[src/rtl/fwd_scoreboard.sv]
// Stateful operand-forwarding scoreboard: tracks in-flight register writes per
// pipeline stage, picks the youngest producer per source and flags load hazards.
module fwd_scoreboard #(
    parameter int DATA_W     = 16,
    parameter int REG_W      = 3,
    parameter int NUM_SRC    = 2,
    parameter int DEPTH      = 3,
    parameter int SEL_W      = 2,
    parameter int LOAD_STAGE = 1,
    parameter int CNT_W      = 8
) (
    input  logic                       clk,
    input  logic                       rst_n,
    input  logic                       advance,
    input  logic                       flush,
    input  logic                       iss_valid,
    input  logic                       iss_wr,
    input  logic                       iss_load,
    input  logic [REG_W-1:0]           iss_dest,
    input  logic [NUM_SRC-1:0]         src_used,
    input  logic [NUM_SRC*REG_W-1:0]   src_reg,
    input  logic [DEPTH*DATA_W-1:0]    stage_data,
    input  logic                       mem_done,
    output logic [NUM_SRC*SEL_W-1:0]   fwd_sel,
    output logic [NUM_SRC*DATA_W-1:0]  fwd_data,
    output logic                       stall,
    output logic [CNT_W-1:0]           stall_cnt
);

    logic [DEPTH-1:0] ent_vld;
    logic [DEPTH-1:0] ent_wr;
    logic [DEPTH-1:0] ent_load;
    logic [REG_W-1:0] ent_dest [DEPTH];

    logic [SEL_W-1:0]  sel_c;
    logic [DATA_W-1:0] dat_c;
    logic              haz_c;

    function automatic logic [CNT_W-1:0] sat_inc(input logic [CNT_W-1:0] v);
        return (&v) ? v : v + 1'b1;
    endfunction

    // Per-source youngest-match search: scanning oldest to youngest lets the
    // youngest hit overwrite any older one.
    always_comb begin
        fwd_sel  = '0;
        fwd_data = '0;
        stall    = 1'b0;
        sel_c    = '0;
        dat_c    = '0;
        haz_c    = 1'b0;
        for (int s = 0; s < NUM_SRC; s++) begin
            sel_c = '0;
            dat_c = '0;
            haz_c = 1'b0;
            for (int k = DEPTH - 1; k >= 0; k--) begin
                if (src_used[s] && ent_vld[k] && ent_wr[k] &&
                    (ent_dest[k] == src_reg[s*REG_W +: REG_W])) begin
                    sel_c = SEL_W'(k + 1);
                    dat_c = stage_data[k*DATA_W +: DATA_W];
                    haz_c = ent_load[k] &&
                            ((k < LOAD_STAGE) || ((k == LOAD_STAGE) && !mem_done));
                end
            end
            if (haz_c) begin
                stall = 1'b1;
            end else begin
                fwd_sel[s*SEL_W +: SEL_W]    = sel_c;
                fwd_data[s*DATA_W +: DATA_W] = dat_c;
            end
        end
    end

    // Shift scoreboard; a stalled or flushed issue slot enters EX as a bubble.
    always_ff @(posedge clk or negedge rst_n) begin
        if (!rst_n) begin
            ent_vld   <= '0;
            ent_wr    <= '0;
            ent_load  <= '0;
            stall_cnt <= '0;
            for (int k = 0; k < DEPTH; k++) begin
                ent_dest[k] <= '0;
            end
        end else if (advance) begin
            for (int k = DEPTH - 1; k > 0; k--) begin
                ent_vld[k]  <= ent_vld[k-1];
                ent_wr[k]   <= ent_wr[k-1];
                ent_load[k] <= ent_load[k-1];
                ent_dest[k] <= ent_dest[k-1];
            end
            ent_vld[0]  <= iss_valid & ~flush & ~stall;
            ent_wr[0]   <= iss_wr;
            ent_load[0] <= iss_load;
            ent_dest[0] <= iss_dest;
            if (stall) begin
                stall_cnt <= sat_inc(stall_cnt);
            end
        end
    end

endmodule

[config.mk]
export PLATFORM = sky130hd
export DESIGN_NAME = fwd_scoreboard
export DESIGN_NICKNAME = d
export VERILOG_FILES = /design/src/rtl/fwd_scoreboard.sv
export SDC_FILE = /design/constraint.sdc
export NUM_CORES = 1
export LEC_CHECK = 0
export ABC_AREA = 1
export BUFFER_PORTS_ARGS = -buffer_cell sky130_fd_sc_hd__buf_4
export CAP_MARGIN = 25
export CORE_AREA = 5 5 99 101
export DETAILED_ROUTE_END_ITERATION = 10
export DIE_AREA = 0 0 104 106
export HOLD_SLACK_MARGIN = 0.05
export MAX_ROUTING_LAYER = met4
export PLACE_DENSITY = 0.5
export SLEW_MARGIN = 10
export SYNTH_ARGS = -nofsm -noshare
export SYNTH_HDL_FRONTEND = slang
export SYNTH_SLANG_ARGS = --single-unit
[constraint.sdc]
create_clock -name clk -period 2.2 [get_ports clk]
set_input_delay 0.22 -clock clk [delete_from_list [all_inputs] [get_ports clk]]
set_output_delay 0.22 -clock clk [all_outputs]
set_load 0.02 [all_outputs]
==> qor.yml, run 1 <==
status: "completed"
grt_max_degree: 28
synth_xor_area_share_pct: 3.66
start_util_pct: 26.8
synth-seq-area-share_pct: 26.2
rsz0062_at_grt: "true"
seqPwrFrac_pct: 44.6
maxCapViolations: 0
arrival_ps: 1880
drt_iter0_drc: 136
worstPathMaxFanout: 20
drive_gt1_share_pct: 30.4
nets: 583
ys_ff_latch: 25
regArea_sq_um: 627
worstSetupPathType: "reg -> out"
port_buffers: 111
syn2layout_area_growth_pct: 49.0
layout.cells.non_filler: 625
synth.area.top_cells: "dfrtp_1, nand2_1, o21ai_0"
clock-sinks: 25
period_minus_slack_ps: 2100
synth_simple_gate_area_share_pct: 38.2
fin_setup_tns_ps: 0
layout_setup_ws_ps: 97.0
grt_pass1_wl_mm: 14.5
min_from: "iss_dest[1]"
holdPathStages: 3
worstPathCellList: "xor2_1 > nor2_2 > nand2_4 > buf_6 > o21ai_0 > a21oi_1 > nor2_1 > buf_4"
hold_viol_final: 0
drt-total-wl_mm: 8.96
cp-start-kind: "register"
finalInstanceArea_sq_um: 3560
ir_worst_vdd_mv: 0.335
clk_pin_slew_ps: 80
gp_congestion: 0.847
netSwitchingPower_mw: 0.407
switching_share_pct: 33.3
die-area_sq_um: 11000
multi_input_area_sq_um: 1550
drc: 0
row_count: 35
grt_remaining_overflow: 0
vias: 2977
whs_ps: 155
root_buffer: "clkbuf_8"
skew_ps: 4.28
synth_compound_area_share_pct: 18.9
core-area_sq_um: 8930
antenna_found_initial: 0
place_ws_ps: 262
cts_max_level: 1
clockPowerShare_pct: 22.2
crit_required_ps: 1980
p_comb_share_pct: 33.1
synth_cells: 401
regToRegSetupSlack_ps: 390
p_leak_nw: 1.98
syn-num-nets: 469
regToRegStartpoint: "ent_dest[7]"
dp_hpwl_mm: 6.77
yosys.cell_types.count: 27
cts_buffers: 3
yosys_warnings: 0
worst_r2r_path_depth: 9
synth_top_family_by_area: "simple AND/OR/NAND/NOR gates"
slew_viol_final: 0
finalCritPeriodShare_pct: 95.6
p_int_mw: 0.815
synthMuxAreaShare_pct: 0
dpl_cell_area_sq_um: 3330
synth_area_per_cell_sq_um: 5.96
end_kind: "primary output"
maxSlewHeadroom_pct: 78.2
drtPass1Iterations: 5
cts_tree: "built"
slowest_stage: "dfrtp_2"
max-clock-path-buffers: 2
power_mw: 1.22
mappedNetlistArea_sq_um: 2390
dp_cells: 613
pin_count: 112
dieHeight_microns: 106
netlist.area_leader.share_pct: 26.2
wl_per_cell_microns: 14.3
die_w_microns: 104
grt_pass1_vias: 2850
post-route-util_pct: 39.8
fmax_mhz: 476
track_usage_pct: 15.9
setup_violations: 0
timing.hold.worst_endpoint: "ent_dest[7]"
yosys.area_share.adder_pct: 0.524
ant_nets: 0
yosysTopAreaCell: "dfrtp_1"
r2r_end: "stall_cnt[5]"
power.density_nw_per_um2: 343
worstMarginPinSlew_ps: 327
clk_latency_ps: 260
worstHoldPathType: "in -> reg"
n_antenna_cell: 0
crit_path_max_incr_delay_ps: 450
nFillCells: 985
via_per_inst: 4.76
-- layer usage --
layer / routed length [microns] / vias up / global-route usage (%)
met5: 0 / - / -
met4: 44 / 0 / 2.87
met3: 671 / 4 / 3.22
met2: 3970 / 121 / 24.5
met1: 4270 / 1328 / 21.8
li1: - / 1524 / -
-- registers in the layout, summed over array words and instances, names as in the netlist --
name,count
ent_wr,3
ent_load,2
ent_dest,9
stall_cnt,8
ent_vld,3
-- final cells by class --
cell class / count / share of cell area [%]
clock buffers: 4 / 1.27
inverters: 54 / 5.91
multi-input cells: 305 / 43.4
flip-flops and latches: 25 / 17.6
well taps: 111 / 3.90
repair buffers: 126 / 27.9
-- worst max-delay path: cells and delay by family, from the launching register on --
family | cells | cell delay [ps]
xor+xnor | 1 | 160
buf+inv | 2 | 340
flops | 1 | 450
compound gates | 2 | 140
simple gates | 3 | 520
-- cell usage after synthesis (all sizes together) --
library cell   n
a21oi         22
a31oi          6
buf            9
clkbuf         9
dfrtp         25
ha             1
inv           54
nand2         94
nand3         53
nand3b         2
nand4          1
nor2          54
nor3           2
o21ai         58
o22ai          1
xnor2          5
xor2           5
-- logic make-up (layout without fill, tap and decap cells) --
kind of cell,Yosys count,in the layout
and+or+nand+nor,206,207
DFF,25,25
adders and majority gates,1,1
buffers and inverters,72,184
AOI/OAI and AO/OA,87,87
xor gates and xnor gates,10,10
-- power groups by stage --
stage	clock network, mW	registers, mW	logic, mW
floorplan	0	0.559	0.175
global placement	0	0.554	0.380
detailed placement	0	0.554	0.383
CTS	0.282	0.546	0.391
global route	0.300	0.553	0.453
finish	0.272	0.546	0.405
-- repair_timing --
action / CTS / global route
buffers inserted: 2 / 4
pin swaps: 2 / 11
endpoints found under the setup margin: 6 / 34
hold buffers: 1 / 0
gates resized for setup: 7 / 26
gates cloned: 1 / 0
hold endpoints to repair: 25 / 0
-- worst max-delay path by stage --
stage                startpoint            to  slack, ps  cells after the start
floorplan           ent_dest[3]  fwd_data[21]        520                     10
global placement    ent_dest[5]   fwd_data[0]        280                     11
detailed placement  ent_dest[5]   fwd_data[0]        260                     11
CTS                 ent_dest[5]   fwd_data[0]          9                     11
global route        ent_dest[7]  fwd_data[19]        -20                      7
finish              ent_dest[7]  fwd_data[28]        100                      8
-- cell usage in the layout, fill, tap and decap left out, types with 2 or more instances in the layout --
| master | instances |
|---|---|
| a21oi_1 | 20 |
| a31oi_1 | 6 |
| buf_12 | 2 |
| buf_4 | 119 |
| buf_6 | 3 |
| clkbuf_8 | 3 |
| dfrtp_1 | 24 |
| inv_1 | 49 |
| inv_2 | 4 |
| nand2_1 | 85 |
| nand2_2 | 2 |
| nand2_4 | 7 |
| nand3_1 | 51 |
| nand3b_1 | 2 |
| nor2_1 | 48 |
| nor2_2 | 4 |
| nor2_4 | 2 |
| o21ai_0 | 52 |
| o21ai_1 | 5 |
| xnor2_1 | 5 |
| xor2_1 | 5 |
Note: power is estimated with default switching activity, not from simulation.
==> inputs of run 2 (changes only) <==
--- a/config.mk
+++ b/config.mk
@@ -13,7 +13,8 @@
 export DIE_AREA = 0 0 104 106
 export HOLD_SLACK_MARGIN = 0.05
 export MAX_ROUTING_LAYER = met4
-export PLACE_DENSITY = 0.5
+export PLACE_DENSITY = 0.52
+export SETUP_SLACK_MARGIN = 0.1
 export SLEW_MARGIN = 10
 export SYNTH_ARGS = -nofsm -noshare
 export SYNTH_HDL_FRONTEND = slang
==> constraint.sdc (replaced) <==
create_clock -name clk -period 1.8 [get_ports clk]
set_input_delay 0.18 -clock clk [delete_from_list [all_inputs] [get_ports clk]]
set_output_delay 0.18 -clock clk [all_outputs]
set_load 0.02 [all_outputs]
==> qor.yml, run 2 (synthesized netlist as in run 1, its figures left out) <==
die_w_microns: 104  # unchanged
hold_viol_final: 0  # unchanged
ant_nets: 0  # unchanged
port_buffers: 111  # unchanged
skew_ps: 4.78  # +0.504 ps
clk_pin_slew_ps: 90  # about the same
drive_gt1_share_pct: 45.2  # +15 points
nFillCells: 894  # -9.2%
track_usage_pct: 16.2  # +0.31 points
drtPass1Iterations: 4  # -1
die-area_sq_um: 11000  # unchanged
maxSlewHeadroom_pct: 78.5  # +0.35 points
fin_setup_tns_ps: -7110  # -7110 ps
drt-total-wl_mm: 10.0  # +12%
period_minus_slack_ps: 2050
worstSetupPathType: "reg -> out"
vias: 3176  # +6.7%
ir_worst_vdd_mv: 0.396  # +18%
nets: 607  # +4.1%
clk_latency_ps: 270  # about the same
grt_max_degree: 33  # +18%
multi_input_area_sq_um: 1930  # +25%
n_antenna_cell: 0  # unchanged
crit_required_ps: 1620  # -360 ps
drt_iter0_drc: 155  # +14%
cts_max_level: 1  # unchanged
worstHoldPathType: "in -> reg"
regMostFlops: "ent_dest"
violations: "negative setup slack"
fmax_mhz: 488
p_leak_nw: 2.25  # +14%
end_kind: "primary output"
slew_viol_final: 0  # unchanged
rsz0062_at_grt: "true"
finalCritPeriodShare_pct: 114
root_buffer: "clkbuf_8"
max-clock-path-buffers: 2  # unchanged
power_mw: 1.62  # +33%
cp-start-kind: "register"
regArea_sq_um: 626  # -0.20%
cts_buffers: 3  # unchanged
start_util_pct: 26.8  # unchanged
worstMarginPinSlew_ps: 319  # -7.66 ps
final_cell_mix: "buf_4, nand2_1, inv_1"
final_common_cell: "buf_4"
status: "complete, but fails checks"
dp_hpwl_mm: 6.82  # +0.74%
cts_tree: "built"
clock-sinks: 25  # unchanged
row_count: 35  # unchanged
layout_setup_ws_ps: -247  # -344 ps
top_regs: "ent_dest: 9 flops, stall_cnt: 8 flops"
grt_pass1_vias: 2903  # +1.9%
pin_count: 112  # unchanged
grt_remaining_overflow: 0  # unchanged
arrival_ps: 1870  # about the same
worstPathMaxFanout: 5  # -75%
power.density_nw_per_um2: 376  # +9.5%
maxCapViolations: 0  # unchanged
via_per_inst: 4.89  # +2.7%
core-area_sq_um: 8930  # unchanged
wl_per_cell_microns: 15.5  # +7.9%
dieHeight_microns: 106  # unchanged
drc: 0  # unchanged
syn2layout_area_growth_pct: 80.6
gp_congestion: 0.922  # +8.8%
setup_violations: 43  # +43
antenna_found_initial: 0  # unchanged
largest_register_ff_count: 9  # unchanged
grt_pass1_wl_mm: 14.8  # +2.5%
## run 2: cell type report
| class | instances | area share, % |
|---|---|---|
| Multi-Input combinational cell | 307 | 44.8 |
| Sequential cell | 25 | 14.5 |
| Clock buffer | 3 | 0.957 |
| Inverter | 54 | 4.99 |
| Tap cell | 111 | 3.22 |
| Clock inverter | 1 | 0.174 |
| Timing Repair Buffer | 147 | 31.1 |
| Timing Repair inverter | 1 | 0.261 |
## run 2: worst paths after layout
kind	slack, ps	end	start	cells past startpoint
setup / recovery	-250	fwd_data[19]	ent_dest[6]	8
hold / removal	120	ent_load[0]	iss_load	3
setup reg to reg	-110	stall_cnt[1]	ent_dest[6]	11
hold reg to reg	500	ent_load[1]	ent_load[0]	2
max in group asynchronous	1210	ent_dest[3]	rst_n	2
min in group asynchronous	340	ent_wr[0]	rst_n	2
## run 2: where the power goes
part / switching [mW] / leakage [nW] / internal, mW
logic: 0.337 / 1.91 / 0.286
clock network: 0.182 / 0.0217 / 0.157
registers: 0.0468 / 0.324 / 0.615
## run 2: timing repair
item / CTS / global route
pin swaps: 18 / 26
hold buffers: 1 / 0
resized for setup: 34 / 123
endpoints found under the hold margin: 25 / 0
cloned: 3 / 6
endpoints found under the setup margin: 42 / 46
buffers inserted: 9 / 9
## run 2: stage by stage
stage                     std cells  worst slack [ps]  hold slack, ps  utilization (%)  cell area (sq um)
after global routing            649              -321             111             48.3               4320
after CTS                       634              -250             109             41.2               3680
final                           649              -247             115             48.3               4320
after global placement          617             -59.0             106             38.3               3420
after detailed placement        617             -53.5             106             38.3               3420
after floorplan                 401               157            -116                -               2390
## run 2: routing by layer
| metal | GRT usage, % | wire length [microns] | vias to the layer above |
|---|---|---|---|
| li1 | - | - | 1569 |
| met1 | 21.6 | 4540 | 1461 |
| met2 | 26.5 | 4760 | 136 |
| met3 | 2.19 | 635 | 10 |
| met4 | 3.05 | 110 | 0 |
| met5 | - | 0 | - |
## run 2: worst max-delay path: stages (launching register included)
cell     delay [ps]
dfrtp_1         420
xor2_1          160
nor2_2          210
buf_6           140
nand3_4         130
nand2_4         140
o21ai_1          70
nor2_1          160
buf_4           170
